**config.mk**
```make
export PLATFORM = sky130hd
export DESIGN_NAME = cnn_layer_sequencer_flat
export DESIGN_NICKNAME = d
export VERILOG_FILES = /design/src/rtl/cnn_layer_sequencer_pkg.sv /design/src/rtl/cnn_layer_sequencer_if.sv /design/src/rtl/cnn_layer_sequencer_stage_timer.sv /design/src/rtl/cnn_layer_sequencer.sv /design/src/flat_wrapper.sv
export SDC_FILE = /design/constraint.sdc
export NUM_CORES = 1
export LEC_CHECK = 0
export BUFFER_PORTS_ARGS = -buffer_cell sky130_fd_sc_hd__buf_2
export CORE_MARGIN = 2
export CORE_UTILIZATION = 50
export CTS_CLUSTER_DIAMETER = 30
export DETAILED_ROUTE_END_ITERATION = 16
export PLACE_DENSITY = 0.78
export SETUP_SLACK_MARGIN = 0.05
export SLEW_MARGIN = 25
export SYNTH_ARGS = -nofsm -noshare
export SYNTH_HDL_FRONTEND = slang
export SYNTH_SLANG_ARGS = --single-unit
```
**constraint.sdc**
```tcl
create_clock -name clk -period 3.32 [get_ports clk]
set_input_delay 0.664 -clock clk [delete_from_list [all_inputs] [get_ports clk]]
set_output_delay 0.664 -clock clk [all_outputs]
set_load 0.01 [all_outputs]
```
**src/rtl/cnn_layer_sequencer_pkg.sv**
```systemverilog
// cnn_pkg: shared state codes, timing defaults and helpers for the CNN layer sequencer.
package cnn_pkg;
    typedef enum logic [2:0] {
        S_IDLE = 3'd0,
        S_CONV = 3'd1,
        S_RELU = 3'd2,
        S_POOL = 3'd3,
        S_FC   = 3'd4,
        S_HOLD = 3'd5,
        S_ERR  = 3'd7
    } state_t;
    localparam int SEQ_TIMEOUT_DEFAULT = 1024;
    localparam int CNT_W = 16;
    function automatic logic is_busy(state_t s);
        return s inside {S_CONV, S_RELU, S_POOL, S_FC};
    endfunction
    function automatic logic in_range(state_t s, state_t lo);
        return s >= lo && s <= S_HOLD;
    endfunction
endpackage

```
**src/rtl/cnn_layer_sequencer_if.sv**
```systemverilog
// cnn_layer_sequencer_if: control/status bundle between the sequencer and its controller.
interface cnn_layer_sequencer_if;
    import cnn_pkg::*;
    logic             start;
    logic             abort;
    logic             result_ack;
    logic             conv_done;
    logic             relu_done;
    logic             pool_done;
    logic             fc_done;
    logic             conv_enable;
    logic             relu_enable;
    logic             pool_enable;
    logic             fc_enable;
    logic             busy;
    logic             done;
    logic             error;
    logic [2:0]       stage;
    logic [2:0]       err_stage;
    logic [CNT_W-1:0] cycle_count;
    modport master (
        output start, abort, result_ack, conv_done, relu_done, pool_done, fc_done,
        input  conv_enable, relu_enable, pool_enable, fc_enable, busy, done, error,
               stage, err_stage, cycle_count
    );
    modport slave (
        input  start, abort, result_ack, conv_done, relu_done, pool_done, fc_done,
        output conv_enable, relu_enable, pool_enable, fc_enable, busy, done, error,
               stage, err_stage, cycle_count
    );
endinterface

```
**src/rtl/cnn_layer_sequencer_stage_timer.sv**
```systemverilog
// stage_timer: per-stage watchdog; expires on the last cycle a stage is allowed to run.
module stage_timer
    import cnn_pkg::*;
#(
    parameter int TIMEOUT_CYCLES = SEQ_TIMEOUT_DEFAULT
) (
    input  logic clk,
    input  logic rst,
    input  logic i_clear,
    input  logic i_count,
    output logic o_expired
);
    logic [CNT_W-1:0] r_cnt;
    always_ff @(posedge clk) begin
        if (rst || i_clear) r_cnt <= '0;
        else if (i_count) r_cnt <= r_cnt + 1'b1;
    end
    assign o_expired = i_count && r_cnt == CNT_W'(TIMEOUT_CYCLES - 1);
endmodule

```
**src/rtl/cnn_layer_sequencer.sv**
```systemverilog
// cnn_layer_sequencer: steps CONV->RELU->POOL->FC->HOLD with per-stage watchdog and run statistics.
module cnn_layer_sequencer
    import cnn_pkg::*;
#(
    parameter int TIMEOUT_CYCLES = SEQ_TIMEOUT_DEFAULT
) (
    input  logic                 clk,
    input  logic                 rst,
    cnn_layer_sequencer_if.slave bus
);
    state_t           r_state;
    state_t           w_next;
    logic             r_done;
    logic [2:0]       r_err_stage;
    logic [CNT_W-1:0] r_cycle_count;
    logic             w_expired;
    logic             w_stage_done;
    logic             w_start_ok;

    assign w_start_ok = bus.start && !bus.abort && (r_state == S_IDLE || r_state == S_ERR);
    assign w_stage_done = (r_state == S_CONV && bus.conv_done) || (r_state == S_RELU && bus.relu_done) ||
                          (r_state == S_POOL && bus.pool_done) || (r_state == S_FC && bus.fc_done);

    stage_timer #(.TIMEOUT_CYCLES(TIMEOUT_CYCLES)) u_timer (
        .clk      (clk),
        .rst      (rst),
        .i_clear  (w_next != r_state),
        .i_count  (is_busy(r_state)),
        .o_expired(w_expired)
    );

    always_ff @(posedge clk) begin
        if (rst) r_state <= S_IDLE;
        else r_state <= w_next;
    end

    // Busy stage codes are consecutive, so a stage's done advances the code by one (FC+1 = HOLD).
    always_comb begin
        w_next = r_state;
        if (bus.abort) w_next = S_IDLE;
        else if (w_start_ok) w_next = S_CONV;
        else if (w_stage_done) w_next = state_t'(r_state + 3'd1);
        else if (w_expired) w_next = S_ERR;
        else if (r_state == S_HOLD && bus.result_ack) w_next = S_IDLE;
    end

    always_ff @(posedge clk) begin
        if (rst) begin
            r_done        <= 1'b0;
            r_err_stage   <= 3'd0;
            r_cycle_count <= '0;
        end else begin
            r_done        <= w_next == S_HOLD && r_state != S_HOLD;
            r_err_stage   <= w_next != S_ERR ? 3'd0 : r_state == S_ERR ? r_err_stage : r_state;
            r_cycle_count <= w_start_ok ? '0 :
                             (is_busy(r_state) && r_cycle_count != '1) ? r_cycle_count + 1'b1 : r_cycle_count;
        end
    end

    // Enables stay up through HOLD so downstream stages keep their results visible.
    always_comb begin
        bus.stage       = r_state;
        bus.busy        = is_busy(r_state);
        bus.error       = r_state == S_ERR;
        bus.conv_enable = in_range(r_state, S_CONV);
        bus.relu_enable = in_range(r_state, S_RELU);
        bus.pool_enable = in_range(r_state, S_POOL);
        bus.fc_enable   = in_range(r_state, S_FC);
        bus.done        = r_done;
        bus.err_stage   = r_err_stage;
        bus.cycle_count = r_cycle_count;
    end
endmodule

```
**src/flat_wrapper.sv**
```systemverilog
// flat-port wrapper written by rule: the top's interface ports become plain ports
module cnn_layer_sequencer_flat import cnn_pkg::*;
#(
    parameter int TIMEOUT_CYCLES = SEQ_TIMEOUT_DEFAULT
)
  (clk, rst, bus_start, bus_abort, bus_result_ack, bus_conv_done, bus_relu_done, bus_pool_done, bus_fc_done, bus_conv_enable, bus_relu_enable, bus_pool_enable, bus_fc_enable, bus_busy, bus_done, bus_error, bus_stage, bus_err_stage, bus_cycle_count);
  cnn_layer_sequencer_if bus_i ();
  input  logic clk;
  input  logic rst;
  input wire logic [$bits(bus_i.start)-1:0] bus_start;
  input wire logic [$bits(bus_i.abort)-1:0] bus_abort;
  input wire logic [$bits(bus_i.result_ack)-1:0] bus_result_ack;
  input wire logic [$bits(bus_i.conv_done)-1:0] bus_conv_done;
  input wire logic [$bits(bus_i.relu_done)-1:0] bus_relu_done;
  input wire logic [$bits(bus_i.pool_done)-1:0] bus_pool_done;
  input wire logic [$bits(bus_i.fc_done)-1:0] bus_fc_done;
  output wire logic [$bits(bus_i.conv_enable)-1:0] bus_conv_enable;
  output wire logic [$bits(bus_i.relu_enable)-1:0] bus_relu_enable;
  output wire logic [$bits(bus_i.pool_enable)-1:0] bus_pool_enable;
  output wire logic [$bits(bus_i.fc_enable)-1:0] bus_fc_enable;
  output wire logic [$bits(bus_i.busy)-1:0] bus_busy;
  output wire logic [$bits(bus_i.done)-1:0] bus_done;
  output wire logic [$bits(bus_i.error)-1:0] bus_error;
  output wire logic [$bits(bus_i.stage)-1:0] bus_stage;
  output wire logic [$bits(bus_i.err_stage)-1:0] bus_err_stage;
  output wire logic [$bits(bus_i.cycle_count)-1:0] bus_cycle_count;
  assign bus_i.start = bus_start;
  assign bus_i.abort = bus_abort;
  assign bus_i.result_ack = bus_result_ack;
  assign bus_i.conv_done = bus_conv_done;
  assign bus_i.relu_done = bus_relu_done;
  assign bus_i.pool_done = bus_pool_done;
  assign bus_i.fc_done = bus_fc_done;
  assign bus_conv_enable = bus_i.conv_enable;
  assign bus_relu_enable = bus_i.relu_enable;
  assign bus_pool_enable = bus_i.pool_enable;
  assign bus_fc_enable = bus_i.fc_enable;
  assign bus_busy = bus_i.busy;
  assign bus_done = bus_i.done;
  assign bus_error = bus_i.error;
  assign bus_stage = bus_i.stage;
  assign bus_err_stage = bus_i.err_stage;
  assign bus_cycle_count = bus_i.cycle_count;
  cnn_layer_sequencer #(.TIMEOUT_CYCLES(TIMEOUT_CYCLES)) u_core (.clk(clk), .rst(rst), .bus(bus_i));
endmodule
```
==> results of run 1 <==
[Yosys cell counts (8+ instances only)]
| master | instances | area (µm²) |
|---|---|---|
| nand4_1 | 9 | 56.30 |
| nor3_1 | 19 | 95.09 |
| xor2_1 | 17 | 148.9 |
| o21ai_0 | 10 | 50.05 |
| nor2_1 | 19 | 71.32 |
| ha_1 | 11 | 137.6 |
| a21oi_1 | 13 | 65.06 |
| nand3_1 | 14 | 70.07 |
| and2_1 | 8 | 50.05 |
| nand2_1 | 13 | 48.80 |
| dfxtp_1 | 39 | 780.8 |
[where the power goes]
part	internal [W]	total, W	switching, W
clock	0.000224	0.000405	0.000181
combinational	0.0000327	0.0000881	0.0000554
sequential	0.000471	0.000476	0.00000489
total	0.000728	0.000969	0.000241
[cell families after synthesis]
| kind of cell | Yosys count | synth area share (%) |
|---|---|---|
| simple gates | 116 | 28.34 |
| fa+ha+maj | 11 | 6.077 |
| compound gates | 51 | 15.52 |
| buf+inv | 17 | 3.370 |
| xor+xnor | 22 | 8.508 |
| mux | 7 | 3.702 |
| flops | 39 | 34.48 |
[sequential cells by signal (all words and copies together), names as in the netlist]
name	cells
u_core.bus.cycle_count	16
u_core.u_timer.r_cnt	16
u_core.bus.err_stage	3
u_core.bus.stage	3
u_core.bus.done	1
[per-layer routing]
metal | part of all wire (%) | wire length [µm] | vias to the layer above
met2 | 46 | 2322 | 44
met3 | 5.2 | 260 | 7
met5 | 0 | 0 | -
met1 | 47 | 2372 | 982
met4 | 1.6 | 81 | 0
li1 | - | - | 1045
[area by class of cell]
| cell class | count | area [µm²] |
|---|---|---|
| tap | 52 | 65.06 |
| clock buffer | 5 | 68.82 |
| sequential | 39 | 780.7 |
| clock inverter | 3 | 43.79 |
| inverter | 4 | 15.01 |
| fill | 378 | 1765 |
| timing repair buffer | 40 | 207.7 |
| multi-input combinational | 207 | 1408 |
[critical path: cells and delay by family, from the launching register on]
family                     cells  cell delay, ns
AOI/OAI and AO/OA              1            0.28
adders and majority gates      1            0.29
buffers and inverters          1            0.18
DFF                            1            0.49
muxes                          1            0.46
and+or+nand+nor                3            0.98
[through the flow]
step	power, W	cell area [µm²]	std cells	utilization, %
finish	0.0009685	2589	350	59.45
global route	0.001003	2589	350	59.45
CTS	0.0009769	2589	350	59.45
detailed placement	0.0005724	2476	342	56.87
global placement	0.0005720	2476	342	56.87
floorplan	0.0005483	2265	263	-
[worst max path at each step]
stage	startpoint	cells after the start	slack, ns	endpoint
2_1_floorplan	u_core.bus.stage[2]$_SDFF_PP0_	10	0.66	u_core.u_timer.r_cnt[10]$_SDFFE_PP0P_
3_3_place_gp	u_core.bus.stage[1]$_SDFF_PP0_	7	0.62	u_core.u_timer.r_cnt[13]$_SDFFE_PP0P_
3_5_place_dp	u_core.bus.stage[1]$_SDFF_PP0_	7	0.53	u_core.u_timer.r_cnt[2]$_SDFFE_PP0P_
4_1_cts	u_core.bus.stage[1]$_SDFF_PP0_	6	0.51	bus_busy
5_1_grt	u_core.bus.stage[1]$_SDFF_PP0_	7	0.33	u_core.u_timer.r_cnt[15]$_SDFFE_PP0P_
6_report	u_core.bus.stage[1]$_SDFF_PP0_	7	0.51	u_core.u_timer.r_cnt[13]$_SDFFE_PP0P_
==> results.md, run 1 <==
- CP cell instances: inv_1, ha_1, and3_1, or4_1, a21o_4, mux2i_4, nor3_1
- Clock-pin slew on the worst setup and hold paths: approximately 0.080 ns
- R2R Path End: u_core.u_timer.r_cnt[13]$_SDFFE_PP0P_
- Largest net degree at the start of global routing: 19
- Synth warn: 0
- WHS Endpoint: u_core.bus.err_stage[0]$_SDFFE_PP0N_
- Hold buffers post-CTS: 0
- CTS root buf: clkbuf_8
- Most frequent cells in the layout: dfxtp_1, buf_2, nor2_1, nor3_1, xor2_1
- Vias in the first global route: between 1500 and 2000
- Worst setup margin: 0.5093 ns
- Max frequency: 0.3558 GHz
- DRT iter0 DRCs: approximately 150
- RSZ-0062 raised after global routing: false
- Commonest non-fill, non-tap cell in the layout: dfxtp_1
- Main flop type after synthesis: dfxtp_1
- Hold WC Path Type: flip-flop to flip-flop
- Drt total wl: around 5000 µm
- Busiest grt layer: met2
- VDD IR-drop max: approximately 0.33 mV
- Pwr Density: between 300 and 400 nW/µm²
- Final Critical Period: ~2.8 ns
- Setup Buffers After CTS: 0
- Highest-delay cell along the critical path: or4_1
- Clk_lat worst skew: approximately 0.3 ns
- CTS Sinks: 39
- Crit. End Element: flip-flop
- Post-synth EDFFs: 0
- Outcome: finished clean
- Hold path depth: 2
- Hold_sp: u_core.bus.err_stage[0]$_SDFFE_PP0N_
- First-pass GRT wire length: approximately 8300 µm
- Antenna violations before repair: 0
- # DRC: 0
- Leakage: about 1.1 nW
- CTS tree: yes
- Reg2Reg Setup Slack: between 0.5 and 0.6 ns
- DP Worst Slack: between 0.5 and 0.6 ns
- Nets@finish: about 320
- # diodes: 0
- Cells after synthesis: 263
- Die area: around 5100 µm²
- Sequential-to-total area share from yosys stat: between 30% and 40%
- MaxCap Viol Count: 0
- Die Ht: 71.30 µm
- Met1 Usage GRT: between 20 and 30%
- Crit path required time: 3.48 ns
- WS Path Type: flip-flop to flip-flop
- # setup viols final: 0
- M2 GR Usage: between 30% and 40%
- Crit path arrival time: 2.97 ns
- Grt met3 use: about 4.2%
- Synth unique cells: 48
- DR vias: just over 2000
- Initial core utilization: 52.01%
- Max Slew Vio Count: 0
- Post-synth ARST share: 0%
- Worst-path maximum fanout: 16
- Worst-Margin Slew: 0.6994 ns
- #FFs+latches synth: 39
- Antenna-violating nets left: 0
- Fin. Hold Viols: 0
- CTS resizes: 0
- Die W: between 70 and 80 µm
- Tcrit/Tclk final: 84.66%
- Global Route Usage Sum: 20.29%
- RD Place Congestion: between 0.9 and 1
- Syn Nets: roughly 280
- R2R depth: 7
- Setup Skew: between 0.004 and 0.005 ns
- WHS: about 0.50 ns
- P&R area growth vs syn: 14.31%
- R2r startpoint: u_core.bus.stage[1]$_SDFF_PP0_
- Clock Tree Buf Depth: 2
- Mapped Area: between 2000 and 2500 µm²
- DR vias/cell: around 6
- Mean area per synthesized cell: roughly 8.6 µm²
- Post-route setup TNS: 0 ns
- DRT Pass-1 Iters: 4
- Wire per inst: 14.39 µm
- Dpl hpwl: approximately 3600 µm
- H-tree levels: 2
- Slowest stage delay, CP: roughly 0.64 ns
- Remaining global-route overflow: 0
- Num CTS Buffers: 5
- Placeable Area: between 4000 and 5000 µm²
- Rows: 24
- Share of layout cells above drive strength 1: between 15 and 20%
- Slew headroom: 53.37%
- I/O pin total: 38
- Port bufs: 37
- Startpoint Class: flip-flop
Note: power is estimated with default switching activity, not from simulation.
==> run 2, diff against run 1 <==
--- a/config.mk
+++ b/config.mk
@@ -10,7 +10,7 @@
 export CORE_UTILIZATION = 50
 export CTS_CLUSTER_DIAMETER = 30
 export DETAILED_ROUTE_END_ITERATION = 16
-export PLACE_DENSITY = 0.78
+export PLACE_DENSITY = 0.81
 export SETUP_SLACK_MARGIN = 0.05
 export SLEW_MARGIN = 25
 export SYNTH_ARGS = -nofsm -noshare
==> constraint.sdc (replaced) <==
create_clock -name clk -period 2.47 [get_ports clk]
set_input_delay 0.494 -clock clk [delete_from_list [all_inputs] [get_ports clk]]
set_output_delay 0.494 -clock clk [all_outputs]
set_load 0.01 [all_outputs]
==> results.md, run 2 (synthesis results as in run 1) <==
- Outcome: finished clean
- I/O pin total: 38 (unchanged)
- Hold_sp: rst
- Global Route Usage Sum: 21.72% (+1.4 points)
- Slew headroom: 47.64% (-5.7 points)
- Final Critical Period: 2.343 ns (-0.4676 ns)
- Sw Pwr: 0.0003232 W (+34%)
- # DRC: 0 (unchanged)
- Fillcell total: 353 (-6.6%)
- Largest net degree at the start of global routing: 19 (unchanged)
- Commonest non-fill, non-tap cell in the layout: buf_2
- DR vias/cell: 5.908 (-0.49%)
- Nets@finish: 327 (+3.2%)
- Initial core utilization: 52.01% (unchanged)
- Antenna-violating nets left: 0 (unchanged)
- R2R depth: 8 (+1)
- DRT Pass-1 Iters: 5 (+1)
- CP cell instances: inv_1, ha_2, and3b_1, or4_4, buf_8, a211oi_4, o21ai_4, nor3_2
- CP top delay family: simple AND/OR/NAND/NOR gates
- Post-route setup TNS: 0 ns (unchanged)
- Setup Skew: 0.007143 ns (+0.002801 ns)
- Die W: 71.30 µm (unchanged)
- Flop pwr share: 46.3% (-2.8 points)
- Clk_lat worst skew: 0.29 ns (about the same)
- Worst-path maximum fanout: 8 (-8)
- R2r startpoint: u_core.bus.stage[2]$_SDFF_PP0_
- Crit path required time: 2.69 ns (-0.79 ns)
- Worst-Margin Slew: 0.7854 ns (+0.08606 ns)
- # diodes: 0 (unchanged)
- WS Path Type: flip-flop to flip-flop
- Port bufs: 37 (unchanged)
- Leakage: 1.138 nW (+5.8%)
- Dpl hpwl: 3675 µm (+2.8%)
- Max Slew Vio Count: 0 (unchanged)
- Drt total wl: 5378 µm (+6.8%)
- CTS tree: yes
- Hold path depth: 2 (unchanged)
- Antenna violations before repair: 0 (unchanged)
- Vias in the first global route: 1938 (+6.6%)
- Die area: 5084 µm² (unchanged)
- Remaining global-route overflow: 0 (unchanged)
- Tcrit/Tclk final: 94.86% (+10 points)
- P&R area growth vs syn: 23.43%
- DRT iter0 DRCs: 112 (-23%)
- Slowest stage delay, CP: 0.57 ns (-0.07 ns)
- Clock power share: 42.9% (+1.1 points)
- Most frequent cells in the layout: buf_2, dfxtp_1, nor2_1
- Num CTS Buffers: 5 (unchanged)
- Startpoint Class: flip-flop
- Int Power: 0.001053 W (+45%)
- Rows: 24 (unchanged)
- Logic pwr share: 10.9% (+1.8 points)
- WHS Endpoint: u_core.bus.stage[1]$_SDFF_PP0_
- Fin. Hold Viols: 0 (unchanged)
- Reg area: 792.0 µm² (+1.4%)
- CTS Sinks: 39 (unchanged)
- Multi-input gate area: 1496 µm² (+6.3%)
- Crit. End Element: flip-flop
- Pwr Density: 492.4 nW/µm² (+32%)
- VDD IR-drop max: 0.2962 mV (-11%)
- CTS root buf: clkbuf_8
- Hold WC Path Type: primary input to flip-flop
- MaxCap Viol Count: 0 (unchanged)
- Highest-delay cell along the critical path: or4_4
- Crit path arrival time: 2.56 ns (-0.41 ns)
- Placeable Area: 4354 µm² (unchanged)
- First-pass GRT wire length: 8990 µm (+8.0%)
- R2R Path End: u_core.u_timer.r_cnt[5]$_SDFFE_PP0P_
- DR vias: 2127 (+2.4%)
- CP Buf/Inv Count: 2 (+1)
- RSZ-0062 raised after global routing: false
- # setup viols final: 0 (unchanged)
- Wire per inst: 14.94 µm (+3.8%)
- Share of layout cells above drive strength 1: 25.97% (+7.5 points)
- Die Ht: 71.30 µm (unchanged)
- Core Util, Final: 64.20% (+4.7 points)
- WP depth: 8 (+1)
- H-tree levels: 2 (unchanged)
- Max frequency: 0.4268 GHz (+20%)
- Clock Tree Buf Depth: 2 (unchanged)
- Switch share: 23.48% (-1.4 points)
- Hold buffers post-CTS: 0 (unchanged)
- Reg2Reg Setup Slack: 0.13 ns (-0.38 ns)
- RD Place Congestion: 0.9118 (-3.7%)
- Clock-pin slew on the worst setup and hold paths: 0.07 ns (about the same)
run 2: cell types whose count changed in the layout (fill, tap and decap cells not counted), sizes merged:
| cell | delta |
|---|---|
| buf | +9 |
| clkinv | -2 |
| clkbuf | +1 |
| clkinvlp | +1 |
| o21ai | +1 |
run 2: cell type report:
class	count	area share, %
clock buffer	6	3.357
clock inverter	2	1.343
inverter	4	0.5372
multi-input combinational	208	53.54
sequential	39	28.33
tap	52	2.328
timing repair buffer	49	10.56
run 2: worst max-delay path by stage:
stage,from,endpoint
after floorplan,u_core.bus.stage[2]$_SDFF_PP0_,u_core.u_timer.r_cnt[10]$_SDFFE_PP0P_
after global placement,u_core.bus.stage[1]$_SDFF_PP0_,u_core.u_timer.r_cnt[13]$_SDFFE_PP0P_
after detailed placement,u_core.bus.stage[1]$_SDFF_PP0_,u_core.u_timer.r_cnt[5]$_SDFFE_PP0P_
after CTS,u_core.bus.stage[0]$_SDFF_PP0_,u_core.u_timer.r_cnt[5]$_SDFFE_PP0P_
after global routing,u_core.bus.stage[0]$_SDFF_PP0_,u_core.u_timer.r_cnt[5]$_SDFFE_PP0P_
final,u_core.bus.stage[2]$_SDFF_PP0_,u_core.u_timer.r_cnt[5]$_SDFFE_PP0P_
run 2: through the flow:
stage / total power [W] / std cells / worst slack (ns) / hold WS (ns) / area [µm²]
2_1_floorplan: 0.0007386 / 263 / 0.05812 / 0.5088 / 2297
3_3_place_gp: 0.0007701 / 347 / 0.03770 / 0.4744 / 2527
3_5_place_dp: 0.0007719 / 347 / -0.03508 / 0.4874 / 2527
4_1_cts: 0.001384 / 360 / 0.05176 / 0.4212 / 2778
5_1_grt: 0.001429 / 360 / 0.05084 / 0.4353 / 2795
6_report: 0.001376 / 360 / 0.1268 / 0.4312 / 2795
run 2: power by group through the flow:
stage	clock network (W)	registers [W]	logic (W)
final	0.000590	0.000637	0.000150
after detailed placement	0	0.000654	0.000118
after CTS	0.000603	0.000636	0.000145
after floorplan	0	0.000654	0.0000844
after global placement	0	0.000653	0.000117
after global routing	0.000632	0.000638	0.000159
run 2: metal layers:
layer  track usage, %  part of all wire [%]  vias up
met5                0                     0        -
met4            8.176                   1.8        0
met3            3.516                   4.3        9
met2            34.88                    48       47
met1            29.45                    46     1006
li1                 -                     -     1065
run 2: what timing repair did:
| item | 4_1_cts | 5_1_grt |
|---|---|---|
| gates cloned | 1 | 0 |
| resized for setup | 12 | 5 |
| pin swaps | 9 | 3 |
| setup buffers | 4 | 0 |
| endpoints found under the setup margin | 16 | 17 |
==> run 3, diff against run 2 <==
--- a/config.mk
+++ b/config.mk
@@ -6,11 +6,13 @@
 export NUM_CORES = 1
 export LEC_CHECK = 0
 export BUFFER_PORTS_ARGS = -buffer_cell sky130_fd_sc_hd__buf_2
+export CORE_ASPECT_RATIO = 1.25
 export CORE_MARGIN = 2
 export CORE_UTILIZATION = 50
 export CTS_CLUSTER_DIAMETER = 30
 export DETAILED_ROUTE_END_ITERATION = 16
 export PLACE_DENSITY = 0.81
+export REMOVE_ABC_BUFFERS = 1
 export SETUP_SLACK_MARGIN = 0.05
 export SLEW_MARGIN = 25
 export SYNTH_ARGS = -nofsm -noshare
==> results.md, run 3 (synthesis results as in run 1) <==
- Outcome: finished clean
- CTS root buf: clkbuf_8
- Clk_lat worst skew: 0.29 ns (about the same)
- Crit. End Element: flip-flop
- R2r startpoint: u_core.bus.stage[1]$_SDFF_PP0_
- Clock Tree Buf Depth: 2 (unchanged)
- Flop pwr share: 53.6% (+7.3 points)
- Die area: 5087 µm² (about the same)
- Fin. Hold Viols: 0 (unchanged)
- Placeable Area: 4392 µm² (+0.86%)
- I/O pin total: 38 (unchanged)
- Fillcell total: 395 (+12%)
- # setup viols final: 0 (unchanged)
- CTS tree: yes
- Antenna-violating nets left: 0 (unchanged)
- Share of layout cells above drive strength 1: 25.40% (-0.57 points)
- Rows: 27 (+13%)
- Switch share: 25.36% (+1.9 points)
- Setup Skew: 0.007349 ns (+0.0002062 ns)
- Max frequency: 0.4264 GHz (about the same)
- Wire per inst: 14.47 µm (-3.1%)
- Reg area: 785.8 µm² (-0.79%)
- Clock-pin slew on the worst setup and hold paths: 0.07 ns (about the same)
- Hold buffers post-CTS: 0 (unchanged)
- Worst-path maximum fanout: 16 (+8)
- Met2 wire length: 2679 µm (+3.0%)
- Final Non-Filler Cells: 369 (+2.5%)
- # diodes: 0 (unchanged)
- CTS Sinks: 39 (unchanged)
- H-tree levels: 2 (unchanged)
- VDD IR-drop max: 0.2721 mV (-8.1%)
- Multi-input gate area: 1454 µm² (-2.8%)
- Largest net degree at the start of global routing: 19 (unchanged)
- DR vias: 2161 (+1.6%)
- Logic pwr share: 11.6% (+0.7 points)
- Sw Pwr: 0.0003017 W (-6.7%)
- Worst-Margin Slew: 0.5988 ns (-0.1867 ns)
- CP Launch Point: u_core.bus.stage[1]$_SDFF_PP0_
- MaxCap Viol Count: 0 (unchanged)
- Hold WC Path Type: primary input to flip-flop
- Crit path required time: 2.68 ns (about the same)
- Hold_sp: rst
- Pwr Density: 436.4 nW/µm² (-11%)
- WS Path Type: flip-flop to flip-flop
- Wire length on met3: 254 µm (+9.5%)
- Int Power: 0.0008881 W (-16%)
- Tcrit/Tclk final: 94.95% (about the same)
- Core Util, Final: 62.08% (-2.1 points)
- Wl on met1: 2288 µm (-6.5%)
- # DRC: 0 (unchanged)
- Nets@finish: 330 (+0.92%)
- Crit path arrival time: 2.56 ns (about the same)
- Port bufs: 37 (unchanged)
- First-pass GRT wire length: 8776 µm (-2.4%)
- Inst Count DP: 360 (+3.7%)
- Clock power share: 34.8% (-8.1 points)
- Top layer in use: met4
- Most frequent cells in the layout: buf_2, dfxtp_1, nor2_1
- Leakage: 1.147 nW (+0.74%)
- RD Place Congestion: 0.9342 (+2.5%)
- Drt total wl: 5339 µm (-0.73%)
- Initial core utilization: 51.57% (-0.44 points)
- Dpl hpwl: 3805 µm (+3.5%)
- DRT Pass-1 Iters: 4 (-1)
- Antenna violations before repair: 0 (unchanged)
- Post-route setup TNS: 0 ns (unchanged)
- Num CTS Buffers: 5 (unchanged)
- WHS: 0.4572 ns (+0.02602 ns)
- Remaining global-route overflow: 0 (unchanged)
- Slew headroom: 59.56% (+12 points)
- Die Ht: 79.25 µm (+11%)
- Vias in the first global route: 1968 (+1.5%)
- Global Route Usage Sum: 21.58% (-0.15 points)
- DR vias/cell: 5.856 (-0.88%)
- P&R area growth vs syn: 20.39%
- Startpoint Class: flip-flop
- Max Slew Vio Count: 0 (unchanged)
- Final Critical Period: 2.345 ns (+0.002125 ns)
- DRT iter0 DRCs: 92 (-18%)
- Die W: 64.20 µm (-10%)
- RSZ-0062 raised after global routing: true
run 3: worst paths after layout:
check                                      endpoint  slack (ns)  depth (start not counted)
max           u_core.u_timer.r_cnt[15]$_SDFFE_PP0P_        0.12                          8
min                  u_core.bus.stage[0]$_SDFF_PP0_        0.46                          2
max reg2reg   u_core.u_timer.r_cnt[15]$_SDFFE_PP0P_        0.12                          8
min reg2reg  u_core.bus.cycle_count[9]$_SDFFE_PP0P_        0.50                          2
run 3: metal layers:
metal | global-route usage (%) | up-vias
met5 | 0 | -
met4 | 10.00 | 0
met3 | 4.816 | 15
met2 | 36.35 | 69
met1 | 26.00 | 1016
li1 | - | 1061
run 3: metrics by stage:
step                total power, W  area [µm²]  setup slack [ns]
floorplan                0.0007293        2203           -0.2421
global placement         0.0007804        2586            0.1253
detailed placement       0.0007826        2586           0.02104
CTS                       0.001191        2685           0.08998
global route              0.001236        2726           0.04575
finish                    0.001190        2726            0.1247
run 3: repair_timing:
action	in CTS	in global routing
setup endpoints to repair	18	20
gates resized for setup	3	11
buffers inserted	1	0
pin swaps	1	0
run 3: power by group through the flow:
stage / combinational (W) / sequential [W] / clock, W
final: 0.000138 / 0.000638 / 0.000414
after global routing: 0.000151 / 0.000639 / 0.000446
after CTS: 0.000134 / 0.000639 / 0.000418
after detailed placement: 0.000129 / 0.000653 / 0
after global placement: 0.000127 / 0.000653 / 0
after floorplan: 0.0000724 / 0.000657 / 0
run 3: worst max-delay path, stage by stage, from the launching register on:
cell	delay, ns
dfxtp_4	0.37
ha_1	0.21
ha_2	0.20
and2_1	0.17
or4_4	0.56
a21o_4	0.23
mux2i_4	0.19
buf_12	0.17
nor3_1	0.18
run 3: layout make-up:
cell class	count	area share (%)
sequential	39	28.82
clock inverter	1	0.1836
multi-input combinational	207	53.33
tap	58	2.662
inverter	4	0.5507
clock buffer	7	2.799
timing repair buffer	53	11.66
